`config.mk`:
```
export PLATFORM = sky130hd
export DESIGN_NAME = axi_7seg_bcd_writer
export DESIGN_NICKNAME = d
export VERILOG_FILES = /design/src/rtl/axi_7seg_bcd_writer.sv
export SDC_FILE = /design/constraint.sdc
export NUM_CORES = 1
export LEC_CHECK = 0
export BUFFER_PORTS_ARGS = -buffer_cell sky130_fd_sc_hd__buf_2
export CORE_UTILIZATION = 40
export DETAILED_ROUTE_END_ITERATION = 12
export REMOVE_ABC_BUFFERS = 1
export SLEW_MARGIN = 20
export SYNTH_ARGS = -nofsm -noshare
export SYNTH_HDL_FRONTEND = slang
export SYNTH_SLANG_ARGS = --single-unit
```
`constraint.sdc`:
```
create_clock -name clk -period 2.27 [get_ports clk]
set_input_delay 0.3405 -clock clk [delete_from_list [all_inputs] [get_ports clk]]
set_output_delay 0.3405 -clock clk [all_outputs]
set_load 0.005 [all_outputs]
```
`src/rtl/axi_7seg_bcd_writer.sv`:
```
// ============================================================================
// Module      : axi_7seg_bcd_writer
// Description : Converts a binary value to BCD digits (sequential double-dabble)
//               and writes it plus the decimal-point mask to a 7-seg controller
//               over AXI4-Lite.
// Revision    : 1.0 - initial release
// ============================================================================
`default_nettype none

module axi_7seg_bcd_writer #(
  parameter int NDISP      = 8,
  parameter int BIN_WIDTH  = 27,
  parameter int ADDR_WIDTH = 3,
  parameter int DATA_WIDTH = 32,
  parameter int ADDR_SEG   = 0,
  parameter int ADDR_DP    = 4
) (
  input  logic                    clk,
  input  logic                    rst,
  input  logic [BIN_WIDTH-1:0]    in_value,
  input  logic [NDISP-1:0]        in_dp,
  input  logic                    in_valid,
  output logic                    in_ready,
  output logic                    busy,
  output logic                    overflow,
  output logic                    err,
  output logic [ADDR_WIDTH-1:0]   awaddr,
  output logic [2:0]              awprot,
  output logic                    awvalid,
  input  logic                    awready,
  output logic [DATA_WIDTH-1:0]   wdata,
  output logic [DATA_WIDTH/8-1:0] wstrb,
  output logic                    wvalid,
  input  logic                    wready,
  input  logic [1:0]              bresp,
  input  logic                    bvalid,
  output logic                    bready
);

  localparam int c_bcd_w = NDISP * 4;
  localparam int c_cnt_w = $clog2(BIN_WIDTH + 1);

  function automatic logic [63:0] pow10(input int n);
    logic [63:0] r;
    r = 64'd1;
    for (int i = 0; i < n; i++) r = r * 64'd10;
    return r;
  endfunction

  localparam logic [63:0] c_max_val = pow10(NDISP) - 64'd1;

  localparam logic [2:0] S_IDLE     = 3'd0;
  localparam logic [2:0] S_CONVERT  = 3'd1;
  localparam logic [2:0] S_WR_SEG   = 3'd2;
  localparam logic [2:0] S_RESP_SEG = 3'd3;
  localparam logic [2:0] S_WR_DP    = 3'd4;
  localparam logic [2:0] S_RESP_DP  = 3'd5;

  logic [2:0]            state_q, state_d;
  logic [c_bcd_w-1:0]    bcd_q, bcd_d;
  logic [BIN_WIDTH-1:0]  shreg_q, shreg_d;
  logic [c_cnt_w-1:0]    cnt_q, cnt_d;
  logic [NDISP-1:0]      dp_q, dp_d;
  logic [NDISP-1:0]      cache_q, cache_d;
  logic                  cache_vld_q, cache_vld_d;
  logic                  awvalid_q, awvalid_d;
  logic                  wvalid_q, wvalid_d;
  logic                  aw_done_q, aw_done_d;
  logic                  w_done_q, w_done_d;
  logic [ADDR_WIDTH-1:0] awaddr_q, awaddr_d;
  logic [DATA_WIDTH-1:0] wdata_q, wdata_d;
  logic                  ovf_q, ovf_d;
  logic                  err_q, err_d;
  logic                  in_ready_q, in_ready_d;

  logic [c_bcd_w-1:0]    w_bcd_adj;
  logic [c_bcd_w-1:0]    w_bcd_shift;
  logic                  w_accept;
  logic                  w_ovf;
  logic                  w_aw_hs;
  logic                  w_w_hs;
  logic                  w_aw_fin;
  logic                  w_w_fin;
  logic                  w_dp_needed;

  // Double-dabble correction: each digit >= 5 gets +3 before the shift.
  for (genvar gi = 0; gi < NDISP; gi++) begin : g_digit
    assign w_bcd_adj[gi*4 +: 4] = (bcd_q[gi*4 +: 4] >= 4'd5) ?
                                  (bcd_q[gi*4 +: 4] + 4'd3) : bcd_q[gi*4 +: 4];
  end

  assign w_bcd_shift = {w_bcd_adj[c_bcd_w-2:0], shreg_q[BIN_WIDTH-1]};
  assign w_accept    = in_valid && in_ready_q;
  assign w_ovf       = 64'(in_value) > c_max_val;
  assign w_aw_hs     = awvalid_q && awready;
  assign w_w_hs      = wvalid_q && wready;
  assign w_aw_fin    = aw_done_q || w_aw_hs;
  assign w_w_fin     = w_done_q || w_w_hs;
  assign w_dp_needed = !cache_vld_q || (dp_q != cache_q);

  always_comb begin
    state_d     = state_q;
    bcd_d       = bcd_q;
    shreg_d     = shreg_q;
    cnt_d       = cnt_q;
    dp_d        = dp_q;
    cache_d     = cache_q;
    cache_vld_d = cache_vld_q;
    awvalid_d   = awvalid_q;
    wvalid_d    = wvalid_q;
    aw_done_d   = aw_done_q;
    w_done_d    = w_done_q;
    awaddr_d    = awaddr_q;
    wdata_d     = wdata_q;
    ovf_d       = 1'b0;
    err_d       = err_q;
    in_ready_d  = in_ready_q;

    case (state_q)
      S_IDLE: begin
        in_ready_d = 1'b1;
        if (w_accept) begin
          in_ready_d = 1'b0;
          dp_d       = in_dp;
          if (w_ovf) begin
            bcd_d     = '1;
            ovf_d     = 1'b1;
            state_d   = S_WR_SEG;
            awvalid_d = 1'b1;
            wvalid_d  = 1'b1;
            awaddr_d  = ADDR_WIDTH'(ADDR_SEG);
            wdata_d   = DATA_WIDTH'({c_bcd_w{1'b1}});
          end else begin
            bcd_d   = '0;
            shreg_d = in_value;
            cnt_d   = c_cnt_w'(BIN_WIDTH - 1);
            state_d = S_CONVERT;
          end
        end
      end

      S_CONVERT: begin
        bcd_d   = w_bcd_shift;
        shreg_d = shreg_q << 1;
        if (cnt_q == '0) begin
          state_d   = S_WR_SEG;
          awvalid_d = 1'b1;
          wvalid_d  = 1'b1;
          awaddr_d  = ADDR_WIDTH'(ADDR_SEG);
          wdata_d   = DATA_WIDTH'(w_bcd_shift);
        end else begin
          cnt_d = cnt_q - c_cnt_w'(1);
        end
      end

      S_WR_SEG, S_WR_DP: begin
        if (w_aw_hs) begin
          awvalid_d = 1'b0;
          aw_done_d = 1'b1;
        end
        if (w_w_hs) begin
          wvalid_d = 1'b0;
          w_done_d = 1'b1;
        end
        if (w_aw_fin && w_w_fin) begin
          aw_done_d = 1'b0;
          w_done_d  = 1'b0;
          state_d   = (state_q == S_WR_SEG) ? S_RESP_SEG : S_RESP_DP;
        end
      end

      S_RESP_SEG: begin
        if (bvalid) begin
          if (bresp != 2'b00) err_d = 1'b1;
          if (w_dp_needed) begin
            state_d   = S_WR_DP;
            awvalid_d = 1'b1;
            wvalid_d  = 1'b1;
            awaddr_d  = ADDR_WIDTH'(ADDR_DP);
            wdata_d   = DATA_WIDTH'(dp_q);
          end else begin
            state_d    = S_IDLE;
            in_ready_d = 1'b1;
          end
        end
      end

      S_RESP_DP: begin
        if (bvalid) begin
          if (bresp != 2'b00) err_d = 1'b1;
          // The cache tracks what the controller holds, error or not.
          cache_d     = dp_q;
          cache_vld_d = 1'b1;
          state_d     = S_IDLE;
          in_ready_d  = 1'b1;
        end
      end

      default: begin
        state_d    = S_IDLE;
        awvalid_d  = 1'b0;
        wvalid_d   = 1'b0;
        aw_done_d  = 1'b0;
        w_done_d   = 1'b0;
        in_ready_d = 1'b0;
      end
    endcase
  end

  always_ff @(posedge clk) begin
    if (rst) begin
      state_q     <= S_IDLE;
      bcd_q       <= '0;
      shreg_q     <= '0;
      cnt_q       <= '0;
      dp_q        <= '0;
      cache_q     <= '0;
      cache_vld_q <= 1'b0;
      awvalid_q   <= 1'b0;
      wvalid_q    <= 1'b0;
      aw_done_q   <= 1'b0;
      w_done_q    <= 1'b0;
      awaddr_q    <= '0;
      wdata_q     <= '0;
      ovf_q       <= 1'b0;
      err_q       <= 1'b0;
      in_ready_q  <= 1'b0;
    end else begin
      state_q     <= state_d;
      bcd_q       <= bcd_d;
      shreg_q     <= shreg_d;
      cnt_q       <= cnt_d;
      dp_q        <= dp_d;
      cache_q     <= cache_d;
      cache_vld_q <= cache_vld_d;
      awvalid_q   <= awvalid_d;
      wvalid_q    <= wvalid_d;
      aw_done_q   <= aw_done_d;
      w_done_q    <= w_done_d;
      awaddr_q    <= awaddr_d;
      wdata_q     <= wdata_d;
      ovf_q       <= ovf_d;
      err_q       <= err_d;
      in_ready_q  <= in_ready_d;
    end
  end

  assign in_ready = in_ready_q;
  assign busy     = (state_q != S_IDLE);
  assign overflow = ovf_q;
  assign err      = err_q;
  assign awaddr   = awaddr_q;
  assign awprot   = 3'b000;
  assign awvalid  = awvalid_q;
  assign wdata    = wdata_q;
  assign wstrb    = '1;
  assign wvalid   = wvalid_q;
  assign bready   = (state_q == S_RESP_SEG) || (state_q == S_RESP_DP);

endmodule

`default_nettype wire

```
==> run metrics, run 1 <==
Final setup viols 0; Synth cell types 53; Clk pin slew, worst setup/hold paths around 50 ps; slowest CP cell or3b_1; count of hold buffers inserted by post-cts repair 0; Setup Skew 6.85 ps; post-synth top area cell dfxtp_1; DRT iter0 DRCs approximately 320; syn_area_per_cell between 8 and 9 um^2; Final GP Congestion between 0.8 and 0.9; antenna violations before repair 0; Seq cells post-synth between 100 and 150; slew margin rel. 0.540; LEAKAGE slightly below 0.003 uW; flop-to-flop setup slack 140 ps; die area about 15000 um^2; Final Hold Viols 0; crit-path max FO 5; total congestion overflow 0; class of the worst hold path in -> reg; DP Area between 6000 and 7000 um^2; clock insertion delay at the later pin of the skew report slightly above 400 ps; CTS max path bufs 2; Slew Limit Fails 0; reg2reg path depth 8; DRT Pass-1 Iters 4; hold_ws between 100 and 150 ps; Core Footprint ~14000 um^2; Layout area overhead 19.5%; post-synth design cell area 5840 um^2; IO Pins ~90; design area 6980 um^2; final net count roughly 840; Hold Path Depth 3; CTS Buf Count 17; Setup crit start cnt_q[1]$_SDFFE_PP0P_; post-synth top area share 0.425; Peak VDD IR roughly 0.62 mV; Routed Antenna Nets 0; Initial Util 0.416; crit-path cells inv_1, ha_1, nor4b_4, buf_4, nor2_1, or3b_1, or3_1, a21oi_1; WP data arrival 2480 ps; n_diodes 0; CTS tree yes; DR vias/cell around 5.3; first-pass GRT wire length about 23000 um; Wirelength per Cell ~14 um; vias in the first global route between 4000 and 5000; reg-to-reg startpoint cnt_q[1]$_SDFFE_PP0P_; largest net degree at the start of global routing a little under 50; EDFF count, synth 0; YS warnings 0; CTS root buf clkbuf_16; Power per Cell Area between 1000 and 1500 nW/um^2; Chip Width 123 um; sequential area share after synthesis 0.425; buffers added on ports 82; Crit path required time roughly 2600 ps; WL final 13700 um; FFs w/ async S/R, synth 0; Final min period approximately 2100 ps; Worst Setup End Kind register; RSZ-0062 raised after global routing false; # DRC 0; status finished, final reports clean; CP peak stage delay ~450 ps; Core Rows between 40 and 50; layout cells sized above 1 0.179; buffer count from post-CTS setup fixing 0; top_reg_cell synth dfxtp_1; Hold Crit Endpoint shreg_q[7]$_SDFFE_PP0P_; half-perimeter wire length after placement 9390 um; count leader, synth nand2_1; reg-to-reg endpoint state_q[2]$_SDFFE_PP0P_; Synth Instances between 700 and 800; fin crit share 0.940; clk sinks 124; top cells by count, synth nand2_1, dfxtp_1, nor2_1, a211oi_1, a21oi_1; Filler Cell Count about 1300; synth top area cells dfxtp_1, nand2_1, a211oi_1; CP Launch Type register; fmax 469 MHz; Die Span Y approximately 120 um; total track usage 0.196; Worst-Margin Slew between 600 and 700 ps; critical hold path startpoint in_value[7]; crit path kind reg -> reg; via count 5130; maxcap violations 0; number of H-tree levels 4
worst max path at each step:
| stage | to | slack, ps | depth (start not counted) |
|---|---|---|---|
| after floorplan | cnt_q[3]$_SDFFE_PP0P_ | -470 | 5 |
| after detailed placement | wdata[5]$_SDFFE_PP0P_ | 70 | 9 |
| after global routing | wdata[6]$_SDFFE_PP0P_ | 3 | 9 |
| final | state_q[2]$_SDFFE_PP0P_ | 140 | 8 |
| after CTS | wdata[6]$_SDFFE_PP0P_ | 60 | 9 |
| after global placement | bcd_q[2]$_SDFFE_PP0P_ | 90 | 8 |
placed cells by master, fill, tap and decap left out, types with 3 or more instances in the layout:
cell | Yosys | final
a22oi_1 | 27 | 27
nand3_1 | 8 | 8
nand2_1 | 133 | 133
buf_4 | 9 | 17
inv_1 | 23 | 23
a311oi_1 | 5 | 5
a221oi_1 | 14 | 14
dfxtp_1 | 124 | 124
or3_1 | 8 | 8
xnor2_1 | 11 | 11
a21oi_1 | 32 | 32
a211oi_1 | 46 | 46
a21o_1 | 3 | 3
xor2_1 | 13 | 13
clkbuf_8 | 0 | 4
o21ai_0 | 24 | 24
clkinv_2 | 0 | 6
ha_1 | 18 | 18
nor2_1 | 87 | 87
nand2b_1 | 13 | 13
conb_1 | 2 | 9
nor2b_1 | 6 | 6
nor3_1 | 6 | 6
clkbuf_16 | 0 | 17
nor4_1 | 7 | 6
mux2i_1 | 10 | 10
buf_2 | 14 | 82
buf_12 | 3 | 3
cell type report:
class / instances / area, um^2 / share of cell area
Tap cell: 180 / 225 / 0.0323
Sequential cell: 124 / 2480 / 0.356
Clock inverter: 8 / 90.1 / 0.0129
Inverter: 23 / 86.3 / 0.0124
Multi-Input combinational cell: 514 / 3010 / 0.431
Timing Repair Buffer: 102 / 598 / 0.0857
Clock buffer: 23 / 488 / 0.0699
critical path, delay by kind of cell, from the launching register on:
kind,cells,cell delay [ps]
and+or+nand+nor,4,1190
DFF,1,320
buffers and inverters,2,250
adders and majority gates,1,170
AOI/OAI and AO/OA,1,140
per-layer routing:
metal / share of wire / up-vias / track usage
li1: - / 2607 / -
met1: 0.48 / 2400 / 0.247
met2: 0.46 / 109 / 0.317
met3: 0.040 / 14 / 0.0455
met4: 0.012 / 0 / 0.0884
met5: 0 / - / 0
logic make-up (layout without fill, tap and decap cells):
logic type,count (synthesis),in the layout,synth area share
buffers and inverters,74,156,0.0660
other,2,9,0.00129
adder cells (fa/ha/maj),18,18,0.0386
AND/OR/NAND/NOR,282,282,0.210
flip-flops,124,124,0.425
AO/OA/AOI/OAI,171,171,0.206
multiplexers,10,10,0.0171
XOR/XNOR,24,24,0.0360
what timing repair did:
action / in CTS / in global routing
hold endpoints to repair: 0 / 0
setup endpoints to repair: 0 / 35
resized for setup: 0 / 2
sequential cells by signal (all words and copies together) (netlist names), 3 cells and up:
signal / cells
state_q: 3
bcd_q: 32
wdata: 32
cnt_q: 5
dp_q: 8
cache_q: 8
shreg_q: 27
stage by stage:
stage	instances	total power, uW	TNS (ps)	worst slack [ps]	utilization
after detailed placement	943	7140	0	67.6	0.455
after global routing	974	10500	0	3.18	0.497
after floorplan	661	5790	-19080	-473	-
after CTS	974	9810	0	64.7	0.496
final	974	9720	0	137	0.497
after global placement	943	6970	0	88.0	0.455
power by group:
group / internal [uW] / leakage (uW) / total, uW / switching, uW
Sequential: 2820 / 0.00101 / 3360 / 537
Clock: 1710 / 0.000292 / 2630 / 915
Combinational: 1590 / 0.00163 / 3730 / 2140
No activity file was read; power rests on OpenSTA's default activity.
==> run 2: changes to the inputs <==
CORE_MARGIN = 2   (was default)
==> run 2 against run 1 <==
  * Power rose by 1.4%
  * Combinational power rose by 4%
  * Clock-buffer cell count did not move
  * Highest routed layer unchanged
==> run metrics, run 2 (synthesis results as in run 1) <==
Final min period 2110 ps (-18.7 ps); first-pass GRT wire length 24600 um (+7.4%); number of H-tree levels 4 (unchanged); final setup margin 156 ps (+18.7 ps); DRT Pass-1 Iters 4 (unchanged); CTS tree yes; Setup Skew 10.9 ps (+4.02 ps); Storage cell area 2480 um^2 (unchanged); LEAKAGE 0.00292 uW (-0.24%); Wirelength per Cell 14.6 um (+4.2%); antenna violations before repair 0 (unchanged); Final GP Congestion 0.844 (+2.4%); Die Span Y 125 um (+1.6%); Initial Util 0.406 (-0.00945); count of hold buffers inserted by post-cts repair 0 (unchanged); Switch Pwr 3680 uW (+2.4%); WP data arrival 2460 ps (-20 ps); slew margin rel. 0.635 (+0.0951); Core Rows 44 (+2.3%); IO Pins 92 (unchanged); Worst-Margin Slew 548 ps (-143 ps); most common cell after layout, fill and taps aside nand2_1; total congestion overflow 0 (unchanged); Core Footprint 14400 um^2 (+2.3%); DR vias/cell 5.24 (-0.58%); Int Power 6170 uW (+0.79%); half-perimeter wire length after placement 9630 um (+2.5%); crit-path max FO 5 (unchanged); Slew Limit Fails 0 (unchanged); Final setup viols 0 (unchanged); Layout area overhead 19.8%; buffers added on ports 82 (unchanged); DP Area 6410 um^2 (+0.39%); combinational share of power 0.393 (+0.009); clk sinks 124 (unchanged); largest net degree at the start of global routing 51 (+4.1%); switching portion of total power 0.374 (+0.00374); final net count 844 (+0.12%); Seq pwr share 0.340 (-0.006); crit path kind reg -> reg; layout cells sized above 1 0.179 (unchanged); clock insertion delay at the later pin of the skew report 420 ps (about the same); Worst Setup End Kind register; # DRC 0 (unchanged); commonest non-fill, non-tap cells in the layout nand2_1, dfxtp_1, nor2_1; CTS max path bufs 2 (unchanged); fmax 473 MHz (+0.89%); Filler Cell Count 1388 (+3.1%); via count 5121 (-0.18%); total track usage 0.192 (-0.00441); pre-CTS setup slack 68.1 ps (+0.511 ps); RSZ-0062 raised after global routing false; Crit path required time 2620 ps (about the same); n_diodes 0 (unchanged); fin crit share 0.931 (-0.00825); hold_ws 132 ps (-9.97 ps); Clk pin slew, worst setup/hold paths 50 ps (about the same); Routed Antenna Nets 0 (unchanged); die area 15600 um^2 (+3.3%); Clock power frac 0.267 (-0.003); Chip Width 125 um (+1.6%); CTS Buf Count 17 (unchanged); maxcap violations 0 (unchanged); Peak VDD IR 0.672 mV (+8.1%); CTS root buf clkbuf_16; DRT iter0 DRCs 370 (+17%); WL final 14300 um (+4.7%); Final Hold Viols 0 (unchanged); CP Launch Type register; class of the worst hold path in -> reg; area of the multi-input gates 3010 um^2 (+0.13%); vias in the first global route 5185 (+5.5%); final core utilization 0.487 (-0.00999); status finished, final reports clean; Power per Cell Area 1410 nW/um^2 (+1.1%); design area 7000 um^2 (+0.27%)
==> run 2: power by group through the flow <==
stage,clock network (uW),registers (uW),logic [uW]
3_5_place_dp,0,3390,3840
3_3_place_gp,0,3360,3690
6_report,2630,3350,3870
5_1_grt,2770,3460,4400
4_1_cts,2680,3350,3860
2_1_floorplan,0,3320,2470
==> run 2: layout make-up <==
class | instances | area share
multi-input combinational | 514 | 0.430
sequential | 124 | 0.355
timing repair buffer | 103 | 0.0883
clock buffer | 23 | 0.0683
tap | 184 | 0.0329
clock inverter | 7 | 0.0129
inverter | 23 | 0.0123
==> run 2: metrics by stage <==
step | power [uW] | setup TNS, ps | instances
after floorplan | 5790 | -19080 | 661
after global placement | 7050 | 0 | 948
after detailed placement | 7220 | 0 | 948
after CTS | 9890 | 0 | 978
after global routing | 10600 | 0 | 978
final | 9850 | 0 | 978
==> run 2: critical path, cell delays in order, from the launching register on <==
cell     delay, ps
dfxtp_1        320
inv_1          120
ha_4           150
nor4b_4        230
buf_4          180
nor2_1          90
or3b_4         440
or3_1          380
a21oi_1        140
==> run 2: what timing repair did <==
action | 4_1_cts | 5_1_grt
endpoints found under the hold margin | 0 | 0
endpoints found under the setup margin | 0 | 26
gates resized for setup | 0 | 4
buffers inserted | 0 | 0
==> run 2: worst paths after layout <==
path / from / end / slack (ps) / depth (start not counted)
max: cnt_q[1]$_SDFFE_PP0P_ / state_q[2]$_SDFFE_PP0P_ / 160 / 8
min: in_value[4] / shreg_q[4]$_SDFFE_PP0P_ / 130 / 3
max reg2reg: cnt_q[1]$_SDFFE_PP0P_ / state_q[2]$_SDFFE_PP0P_ / 160 / 8
min reg2reg: shreg_q[8]$_SDFFE_PP0P_ / shreg_q[8]$_SDFFE_PP0P_ / 440 / 2
==> run 2: routing by layer <==
metal | share of wire | GRT usage
met2 | 0.47 | 0.317
met3 | 0.046 | 0.0421
met1 | 0.47 | 0.245
met5 | 0 | 0
met4 | 0.0083 | 0.0712
==> run 3: changes to the inputs <==
CTS_BUF_LIST = sky130_fd_sc_hd__clkbuf_4   (was default)
REMOVE_ABC_BUFFERS = default   (was 1)
==> run 3 against run 2 <==
  * Clock skew grew 7.9 ps
  * Cell count rose by 0.72%
  * Clock power shrank 49%
  * Worst hold slack got worse by 91 ps
  * Register-to-register slack better by 40 ps
  * Global-route usage down 0.86 points
  * Critical path depth shrank 1
  * Combinational power decreased by 1%
  * Power decreased by 14%
  * Sequential cell count unchanged
  * Worst setup slack better by 42 ps
  * Wire length fell by 2.6%
==> run metrics, run 3 (synthesis results as in run 1) <==
Final min period 2070 ps (-42.3 ps); cell total after placement 946 (-0.21%); die area 15600 um^2 (unchanged); Setup Skew 18.8 ps (+7.92 ps); Routed Antenna Nets 0 (unchanged); n_diodes 0 (unchanged); via count 5218 (+1.9%); Final setup viols 0 (unchanged); most common cell after layout, fill and taps aside nand2_1; class of the worst hold path in -> reg; Switch Pwr 3480 uW (-5.3%); Die Span Y 125 um (unchanged); WP data arrival 2540 ps (+80 ps); status finished, final reports clean; total track usage 0.183 (-0.00858); clk sinks 124 (unchanged); vias in the first global route 5095 (-1.7%); slew margin rel. 0.539 (-0.0960); fin crit share 0.913 (-0.0186); final net count 849 (+0.59%); Worst-Margin Slew 692 ps (+144 ps); crit-path max FO 5 (unchanged); Crit path required time 2740 ps (+120 ps); CP Launch Type register; Clock power frac 0.158 (-0.109); CTS max path bufs 2 (unchanged); fmax 483 MHz (+2.0%); clock insertion delay at the later pin of the skew report 530 ps (+110 ps); Layout area overhead 15.5%; combinational share of power 0.450 (+0.057); Filler Cell Count 1405 (+1.2%); CTS root buf clkbuf_4; buffers added on ports 82 (unchanged); maxcap violations 0 (unchanged); WL final 13900 um (-2.6%); DRT Pass-1 Iters 5 (+1); Wirelength per Cell 14.2 um (-3.3%); LEAKAGE 0.00281 uW (-3.8%); DR vias/cell 5.30 (+1.2%); final core utilization 0.469 (-0.0177); antenna violations before repair 0 (unchanged); Final GP Congestion 0.843 (-0.11%); switching portion of total power 0.409 (+0.0353); Chip Width 125 um (unchanged); RSZ-0062 raised after global routing false; CTS Buf Count 17 (unchanged); Initial Util 0.406 (unchanged); buffer count from post-CTS setup fixing 0 (unchanged); Clk pin slew, worst setup/hold paths 110 ps (+60 ps); crit path kind reg -> reg; largest net degree at the start of global routing 63 (+24%); Peak VDD IR 0.514 mV (-24%); Int Power 5040 uW (-18%); CTS tree yes; setup_tns 0 ps (unchanged); Slew Limit Fails 0 (unchanged); DRT iter0 DRCs 320 (-14%); total congestion overflow 0 (unchanged); # DRC 0 (unchanged); layout cells sized above 1 0.175 (-0.00406); number of H-tree levels 4 (unchanged); half-perimeter wire length after placement 9480 um (-1.5%); Core Rows 44 (unchanged); first-pass GRT wire length 23800 um (-3.3%); Final Hold Viols 0 (unchanged); Core Footprint 14400 um^2 (unchanged); Worst Setup End Kind register; IO Pins 92 (unchanged); total power 8520 uW (-14%); Seq pwr share 0.393 (+0.053); commonest non-fill, non-tap cells in the layout nand2_1, dfxtp_1, nor2_1; Power per Cell Area 1260 nW/um^2 (-10%); Post-Layout Cell Count 985 (+0.72%)
## run 3: final timing paths
| kind | startpoint | endpoint | slack [ps] | cells past startpoint |
|---|---|---|---|---|
| hold reg to reg | shreg_q[5]$_SDFFE_PP0P_ | shreg_q[5]$_SDFFE_PP0P_ | 440 | 2 |
| setup reg to reg | cnt_q[0]$_SDFFE_PP0P_ | state_q[2]$_SDFFE_PP0P_ | 200 | 7 |
| setup / recovery | cnt_q[0]$_SDFFE_PP0P_ | state_q[2]$_SDFFE_PP0P_ | 200 | 7 |
| hold / removal | in_value[11] | shreg_q[11]$_SDFFE_PP0P_ | 40 | 3 |
## run 3: area by class of cell
cell class,instances,area [um^2],area share
Sequential cell,124,2480,0.368
Timing Repair Buffer,108,701,0.104
Tap cell,184,230,0.0341
Multi-Input combinational cell,514,3010,0.446
Clock inverter,11,77.6,0.0115
Inverter,23,86.3,0.0128
Clock buffer,21,158,0.0234
## run 3: worst max-delay path, stage by stage (launching register included)
cell     delay [ps]
dfxtp_1         350
inv_1            90
ha_1            180
nor4b_4         270
nor2_1          140
or3b_1          460
or3_1           400
a21oi_1         130
## run 3: metal layers
metal	vias up	track usage	part of all wire
met4	0	0.0647	0.014
met2	123	0.306	0.48
met1	2461	0.228	0.46
li1	2618	-	-
met5	-	0	0
met3	16	0.0477	0.045
## run 3: what timing repair did
action                                 in CTS  in global routing
setup endpoints to repair                   0                 30
hold buffers                                6                  1
gates resized for setup                     0                  2
endpoints found under the hold margin       6                  1
## run 3: power by group through the flow
stage,Combinational [uW],Sequential [uW],Clock [uW]
6_report,3830,3340,1350
2_1_floorplan,2790,3270,0
4_1_cts,3840,3340,1400
5_1_grt,4330,3440,1500
3_5_place_dp,3800,3390,0
3_3_place_gp,3690,3350,0
## run 3: through the flow
stage / instance area (um^2) / hold WS, ps / worst slack [ps]
after CTS: 6720 / 3.21 / 143
final: 6740 / 40.6 / 198
after floorplan: 5860 / 416 / 293
after global placement: 6430 / 425 / 105
after detailed placement: 6430 / 430 / 64.4
after global routing: 6740 / 2.27 / 20.8
